--- config.mk ---
export PLATFORM = sky130hd
export DESIGN_NAME = fir_tap_sequencer
export DESIGN_NICKNAME = d
export VERILOG_FILES = /design/src/rtl/fir_tap_sequencer.sv
export SDC_FILE = /design/constraint.sdc
export NUM_CORES = 1
export LEC_CHECK = 0
export BUFFER_PORTS_ARGS = -buffer_cell sky130_fd_sc_hd__buf_2
export CELL_PAD_IN_SITES_DETAIL_PLACEMENT = 2
export CELL_PAD_IN_SITES_GLOBAL_PLACEMENT = 2
export CORE_ASPECT_RATIO = 1.4
export CORE_UTILIZATION = 39
export DETAILED_ROUTE_END_ITERATION = 8
export HOLD_SLACK_MARGIN = 0.08
export PLACE_DENSITY_LB_ADDON = 0.1
export RECOVER_POWER = 100
export SLEW_MARGIN = 15
export SYNTH_ARGS = -nofsm -noshare
export SYNTH_HDL_FRONTEND = slang
export SYNTH_SLANG_ARGS = --single-unit
--- constraint.sdc ---
create_clock -name clk -period 6.9 [get_ports clk]
set_input_delay 1.38 -clock clk [delete_from_list [all_inputs] [get_ports clk]]
set_output_delay 1.38 -clock clk [all_outputs]
set_load 0.02 [all_outputs]
--- src/rtl/fir_tap_sequencer.sv ---
// Time-multiplexed FIR controller: feeds one shared multiplier with (x[n-k], h[k]) pairs,
// accumulates the returned products and presents y[n] on a valid/ready output.
module fir_tap_sequencer #(
    parameter int DW      = 4,
    parameter int TAPS    = 4,
    parameter int MUL_LAT = 1,
    parameter int PW      = 4*DW + 1,
    parameter int AW      = $clog2(TAPS),
    parameter int ACCW    = PW + AW
) (
    input  logic            clk,
    input  logic            reset,
    input  logic            in_valid,
    input  logic [DW-1:0]   in_data,
    output logic            in_ready,
    input  logic            coef_we,
    input  logic [AW-1:0]   coef_addr,
    input  logic [7:0]      coef_wdata,
    output logic            coef_err,
    output logic            mul_en,
    output logic [DW-1:0]   mul_x,
    output logic [3:0]      mul_hsel,
    output logic [3:0]      mul_lsel,
    input  logic [PW-1:0]   mul_p,
    output logic            out_valid,
    output logic [ACCW-1:0] out_data,
    input  logic            out_ready,
    output logic            busy
);

    typedef enum logic [1:0] {S_IDLE, S_ISSUE, S_DRAIN, S_OUT} state_t;

    state_t               r_state;
    logic [AW-1:0]        r_k;
    logic [DW-1:0]        r_x [TAPS];
    logic [7:0]           r_h [TAPS];
    logic [MUL_LAT-1:0]   r_vld;
    logic [ACCW-1:0]      r_acc;
    logic                 r_mul_en;
    logic [DW-1:0]        r_mul_x;
    logic [7:0]           r_mul_h;
    logic                 r_in_ready;
    logic                 r_busy;
    logic                 r_out_valid;
    logic                 r_coef_err;

    logic [AW-1:0]        w_k_next;
    logic [7:0]           w_h0;

    assign w_k_next = r_k + AW'(1);
    // Tap 0 is read on the acceptance edge, so a same-edge coefficient write must be forwarded.
    assign w_h0     = (coef_we && coef_addr == '0) ? coef_wdata : r_h[0];

    always_ff @(posedge clk) begin
        if (reset) begin
            r_state     <= S_IDLE;
            r_k         <= '0;
            // NOTE: the delay line and coefficient bank are architectural state that must read
            // zero after reset, so they are cleared here rather than left to power-up values.
            for (int i = 0; i < TAPS; i++) begin
                r_x[i] <= '0;
                r_h[i] <= '0;
            end
            r_vld       <= '0;
            r_acc       <= '0;
            r_mul_en    <= 1'b0;
            r_mul_x     <= '0;
            r_mul_h     <= '0;
            r_in_ready  <= 1'b1;
            r_busy      <= 1'b0;
            r_out_valid <= 1'b0;
            r_coef_err  <= 1'b0;
        end else begin
            r_coef_err <= coef_we && (r_state != S_IDLE);
            if (coef_we && r_state == S_IDLE)
                r_h[coef_addr] <= coef_wdata;

            for (int i = MUL_LAT-1; i > 0; i--)
                r_vld[i] <= r_vld[i-1];
            r_vld[0] <= r_mul_en;
            if (r_vld[MUL_LAT-1])
                r_acc <= r_acc + ACCW'(mul_p);

            case (r_state)
                S_IDLE: begin
                    if (in_valid) begin
                        r_x[0] <= in_data;
                        for (int i = 1; i < TAPS; i++)
                            r_x[i] <= r_x[i-1];
                        r_acc      <= '0;
                        r_k        <= '0;
                        r_mul_en   <= 1'b1;
                        r_mul_x    <= in_data;
                        r_mul_h    <= w_h0;
                        r_in_ready <= 1'b0;
                        r_busy     <= 1'b1;
                        r_state    <= S_ISSUE;
                    end
                end
                S_ISSUE: begin
                    if (r_k == AW'(TAPS-1)) begin
                        r_mul_en <= 1'b0;
                        r_mul_x  <= '0;
                        r_mul_h  <= '0;
                        r_state  <= S_DRAIN;
                    end else begin
                        r_k     <= w_k_next;
                        r_mul_x <= r_x[w_k_next];
                        r_mul_h <= r_h[w_k_next];
                    end
                end
                S_DRAIN: begin
                    if (r_vld == '0) begin
                        r_out_valid <= 1'b1;
                        r_state     <= S_OUT;
                    end
                end
                S_OUT: begin
                    if (out_ready) begin
                        r_out_valid <= 1'b0;
                        r_in_ready  <= 1'b1;
                        r_busy      <= 1'b0;
                        r_state     <= S_IDLE;
                    end
                end
                default: r_state <= S_IDLE;
            endcase
        end
    end

    assign in_ready  = r_in_ready;
    assign busy      = r_busy;
    assign coef_err  = r_coef_err;
    assign mul_en    = r_mul_en;
    assign mul_x     = r_mul_x;
    assign mul_hsel  = r_mul_h[7:4];
    assign mul_lsel  = r_mul_h[3:0];
    assign out_valid = r_out_valid;
    assign out_data  = r_acc;

endmodule
=== After elaboration in Yosys (flattened, before gate mapping) ===
Memories as Yosys holds them, arrays and structs flattened.
Cells that the tools add are included.

* Add/subtract/negate cells: 2
* Equal/unequal tests: 9
* Mux-type cells: 44
* Bitwise operators: 4
* Reductions and logical operators: 16

{| class="wikitable"
|+ Operator list
! kind !! count
|-
| 19-bit two-way mux || 3
|-
| 8-bit two-way mux || 4
|-
| 4-bit two-way mux || 6
|-
| 19-bit by 17-bit adder with 19-bit output || 1
|-
| 1-bit two-way mux || 16
|-
| 8-bit case mux with 2 select lines || 1
|-
| 2-bit two-way mux || 7
|-
| 3-bit AND reduction || 4
|-
| 2-bit inequality test, second input constant || 5
|-
| 1-bit case mux with 2 select lines || 4
|-
| 2-bit case mux with 4 select lines || 1
|-
| 4-bit case mux with 2 select lines || 1
|-
| 2-bit nonzero test || 4
|-
| 8-bit OR reduction || 1
|-
| 2-bit == test, second input constant || 3
|-
| 2-bit zero test || 2
|-
| 1-bit bitwise OR || 4
|-
| 2-bit case mux with 2 select lines || 1
|-
| 4-bit AND reduction || 1
|-
| 1-bit logical AND || 3
|-
| 2-bit by 1-bit adder with 2-bit output, second input constant || 1
|-
| 2-bit by 1-bit == test with 1-bit output, second input constant || 1
|-
| 2-bit AND reduction || 1
|}

* Register bits: 41
* Memory bits (writable): 48
* Output and inout bits: 36
* Memories kept: 2

{| class="wikitable"
|+ Memory list
! name !! depth !! bits a word !! read ports !! clocked after memory_dff !! wr ports !! RTL line !! RTL
|-
| r_h || 4 || 8 || 2 || 0 || 4 || 36 || <nowiki>logic [7:0] r_h [TAPS];</nowiki>
|-
| r_x || 4 || 4 || 4 || 0 || 4 || 35 || <nowiki>logic [DW-1:0] r_x [TAPS];</nowiki>
|}

=== Logic depth before layout (Yosys ltp) ===
* Depth after elaboration: 7
* Depth in mapped cells: 9
* Gate-level depth less buffers: 8

=== Least setup slack after synthesis ===
OpenSTA, ideal clock, no wires.

* Path kind: input port to flip-flop
* Start point: input port mul_p[0]
* End point: register r_acc[18] (netlist: out_data[18])
* Library setup time: 0.078 ns
* Arrival time: 3.046 ns
* Required time: 6.822 ns
* Setup slack: 3.776 ns
* Stages on the path: 8
* Cells stage by stage: ha_1 -> fa_1 -> a211oi_1 -> o211ai_1 -> a41oi_1 -> o31ai_1 -> and3_1 -> nor3_1

* Longest elaborated chain between the ends: 4

{| class="wikitable"
|+ Ends and longest elaborated chain
! element !! RTL line !! RTL
|-
| start: declaration || 24 || <nowiki>input logic [PW-1:0] mul_p,</nowiki>
|-
| 19-bit by 17-bit adder with 19-bit output (*) || 82 || <nowiki>r_acc <= r_acc + ACCW'(mul_p);</nowiki>
|-
| 19-bit two-way mux (*) || 81 || <nowiki>if (r_vld[MUL_LAT-1])</nowiki>
|-
| 19-bit two-way mux || 86 || <nowiki>if (in_valid) begin</nowiki>
|-
| 19-bit two-way mux (*) || 84 || <nowiki>case (r_state)</nowiki>
|-
| end signal: assignment || 82 ||
|-
| end: declaration || 38 || <nowiki>logic [ACCW-1:0] r_acc;</nowiki>
|}

Mark *: on every way between the ends. The rest lies on a longest branch, timed or not.
A chain may end at the register's enable or synchronous reset.

==> run metrics <==
outcome complete, no violations; post-synth net total 510; clock skew 0.0131 ns; root buffer cell clkbuf_16; Remaining DRCs 0; Synth Register Bits 89; routed via count 3778; CP dominant cell by count clkbuf_1; Overflow after GRT 0; Arrival @ worst endpoint 4.26 ns; Max VDD drop 0.146 mV; initial core utilization 40.0%; Synth async-reset ratio 0%; slowest CP cell clkbuf_1; htree depth 3; routed len/inst 20.8 um; HP Class reg2reg; Power Density 348 nW/um2; fin cells 671; Ys Warns 0; Synth Cell Area 4700 um2; Max-slew headroom 2.86%; IO buf count 71; CORE AREA 11800 um2; CTS resizes 0; crit-path max cell delay 1.10 ns; Final TNS setup 0 ns; gate count after technology mapping 451; first-pass GRT wire length 22.4 mm; worst path required time 6.84 ns; largest net degree at the start of global routing 31; HPWL after DPL 9.91 mm; Setup Crit Path Kind in2reg; Top Family by Delay on Critical Path buffers and inverters; Final Hold Fails 0; clk buf depth 2; Util after Layout 46.3%; CTS tree done; FP Rows 47; Die X 94.8 um; Slew @ Worst Pin 1.46 ns; Max-Cap Viols 0; Die ar. 12500 um2; Power Total 1.90 mW; most frequent cells in the layout nor2_1 (52), edfxtp_1 (48), nand2_1 (42), dfxtp_1 (41), clkbuf_1 (41); I/O pins 72; max frequency 231 MHz; crit-path max FO 30; nature of the critical path endpoint register; antenna diode count 0; CTS Buf Count 9; Min Clock Period, post-route 4.32 ns; CTS Hold Bufs 0; sequence of cells on the critical path clkbuf_1, a21oi_1, inv_1, clkbuf_1; Final Wtd Congestion 0.836; Worst Path Buf+Inv 3; 1st-iter DRT viols 98; Post-synth EDFFs 48; fin crit share 62.7%; NumNets Final 578; crit start category input port; layout cells sized above 1 13.4%; initial antenna violation count 1; die height 132 um; Total Routing Usage GR 23.8%; Synth Flop Type edfxtp_1; worst skew pair latency 0.34 ns; number of global-route vias before repair 4177; Via density 5.63; Mean Syn Cell Area 10.4 um2; Post-Place Cells 655; drt pass-1 iters 4; Setup Viol. Count Final 0; Routed Antenna Nets 0; Seq/Total Area, Yosys 48.1%; area grow syn2layout 15.8%; WL final 13.9 mm; Leak 2.06 nW; RSZ-0062 raised after global routing false; CTS sink count 89; Yosys cell types 57; commonest non-fill, non-tap cell in the layout nor2_1; Clk pin slew, worst setup/hold paths 0.07 ns; pins over their slew limit 0; Post-CTS Setup Bufs 0
[layer usage]
| metal | vias to the layer above | GRT usage, % | wire length [um] |
|---|---|---|---|
| met5 | - | 0 | 13 |
| met1 | 1912 | 26.8 | 5560 |
| met4 | 2 | 7.58 | 301 |
| li1 | 1779 | - | - |
| met2 | 64 | 44.0 | 7690 |
| met3 | 21 | 4.21 | 382 |
[final cells by class]
cell class / count / area (um2)
Timing Repair Buffer: 75 / 332
Clock buffer: 12 / 246
Tap cell: 147 / 184
Fill cell: 1283 / 6320
Multi-Input combinational cell: 324 / 2290
Inverter: 20 / 75.1
Sequential cell: 89 / 2260
Clock inverter: 4 / 52.6
[sequential cells by signal, summed over array words and instances, names as in the netlist]
| signal | flops |
|---|---|
| in_ready | 1 |
| r_state | 2 |
| r_vld | 1 |
| out_data | 19 |
| out_valid | 1 |
| r_mul_h | 8 |
| coef_err | 1 |
| mul_x | 4 |
| mul_en | 1 |
| busy | 1 |
| r_k | 2 |
| r_h | 32 |
| r_x | 16 |
[synthesized netlist by cell type, drive strengths merged (3+ instances only)]
| cell | instances | area (um2) |
|---|---|---|
| o211ai | 13 | 97.6 |
| mux4 | 12 | 270 |
| nand2b | 4 | 27.5 |
| a21o | 4 | 30.0 |
| o31ai | 3 | 22.5 |
| ha | 22 | 275 |
| o21ai | 25 | 133 |
| xnor2 | 9 | 78.8 |
| inv | 19 | 71.3 |
| nand2 | 42 | 158 |
| nor3b | 5 | 42.5 |
| mux2i | 16 | 160 |
| nor2 | 53 | 206 |
| nand3 | 9 | 45.0 |
| edfxtp | 48 | 1440 |
| a211oi | 6 | 45.0 |
| buf | 6 | 28.8 |
| dfxtp | 41 | 821 |
| o21bai | 3 | 22.5 |
| a221oi | 3 | 26.3 |
| and2 | 24 | 150 |
| nor3 | 6 | 30.0 |
| a21oi | 30 | 150 |
| xor2 | 4 | 35.0 |
| clkbuf | 12 | 45.0 |
[cell families (layout without fill, tap and decap cells)]
kind of cell               count (synthesis)  count (layout)  synth area share (%)
buffers and inverters                     38             111                  3.17
xor gates and xnor gates                  13              13                  2.42
muxes                                     29              29                  9.48
and+or+nand+nor                          154             154                  15.6
DFF                                       89              89                  48.1
AOI/OAI and AO/OA                        105             105                  14.9
adders and majority gates                 23              23                  6.28
[worst paths after layout]
kind	start	end	slack (ns)	cells past startpoint
setup reg to reg	r_state[0]$_SDFFE_PP0P_	r_x[1][0]$_SDFFCE_PN0P_	3.83	5
hold / removal	mul_en$_SDFFE_PP0P_	r_vld$_SDFF_PP0_	0.50	1
setup / recovery	reset	r_x[1][0]$_SDFFCE_PN0P_	2.58	4
hold reg to reg	mul_en$_SDFFE_PP0P_	r_vld$_SDFF_PP0_	0.50	1
[metrics by stage]
stage / instance area, um2 / setup WS, ns / hold WS, ns
floorplan: 4700 / 3.78 / 0.510
global placement: 5190 / 3.47 / 0.483
detailed placement: 5190 / 3.46 / 0.486
CTS: 5490 / 3.79 / 0.505
global route: 5440 / 2.19 / 0.516
finish: 5440 / 2.58 / 0.502
[power breakdown]
part           total [mW]  internal, mW  switching [mW]
sequential          0.754         0.673          0.0817
combinational       0.640         0.226           0.414
clock               0.501         0.291           0.210
Note: power is estimated with default switching activity, not from simulation.
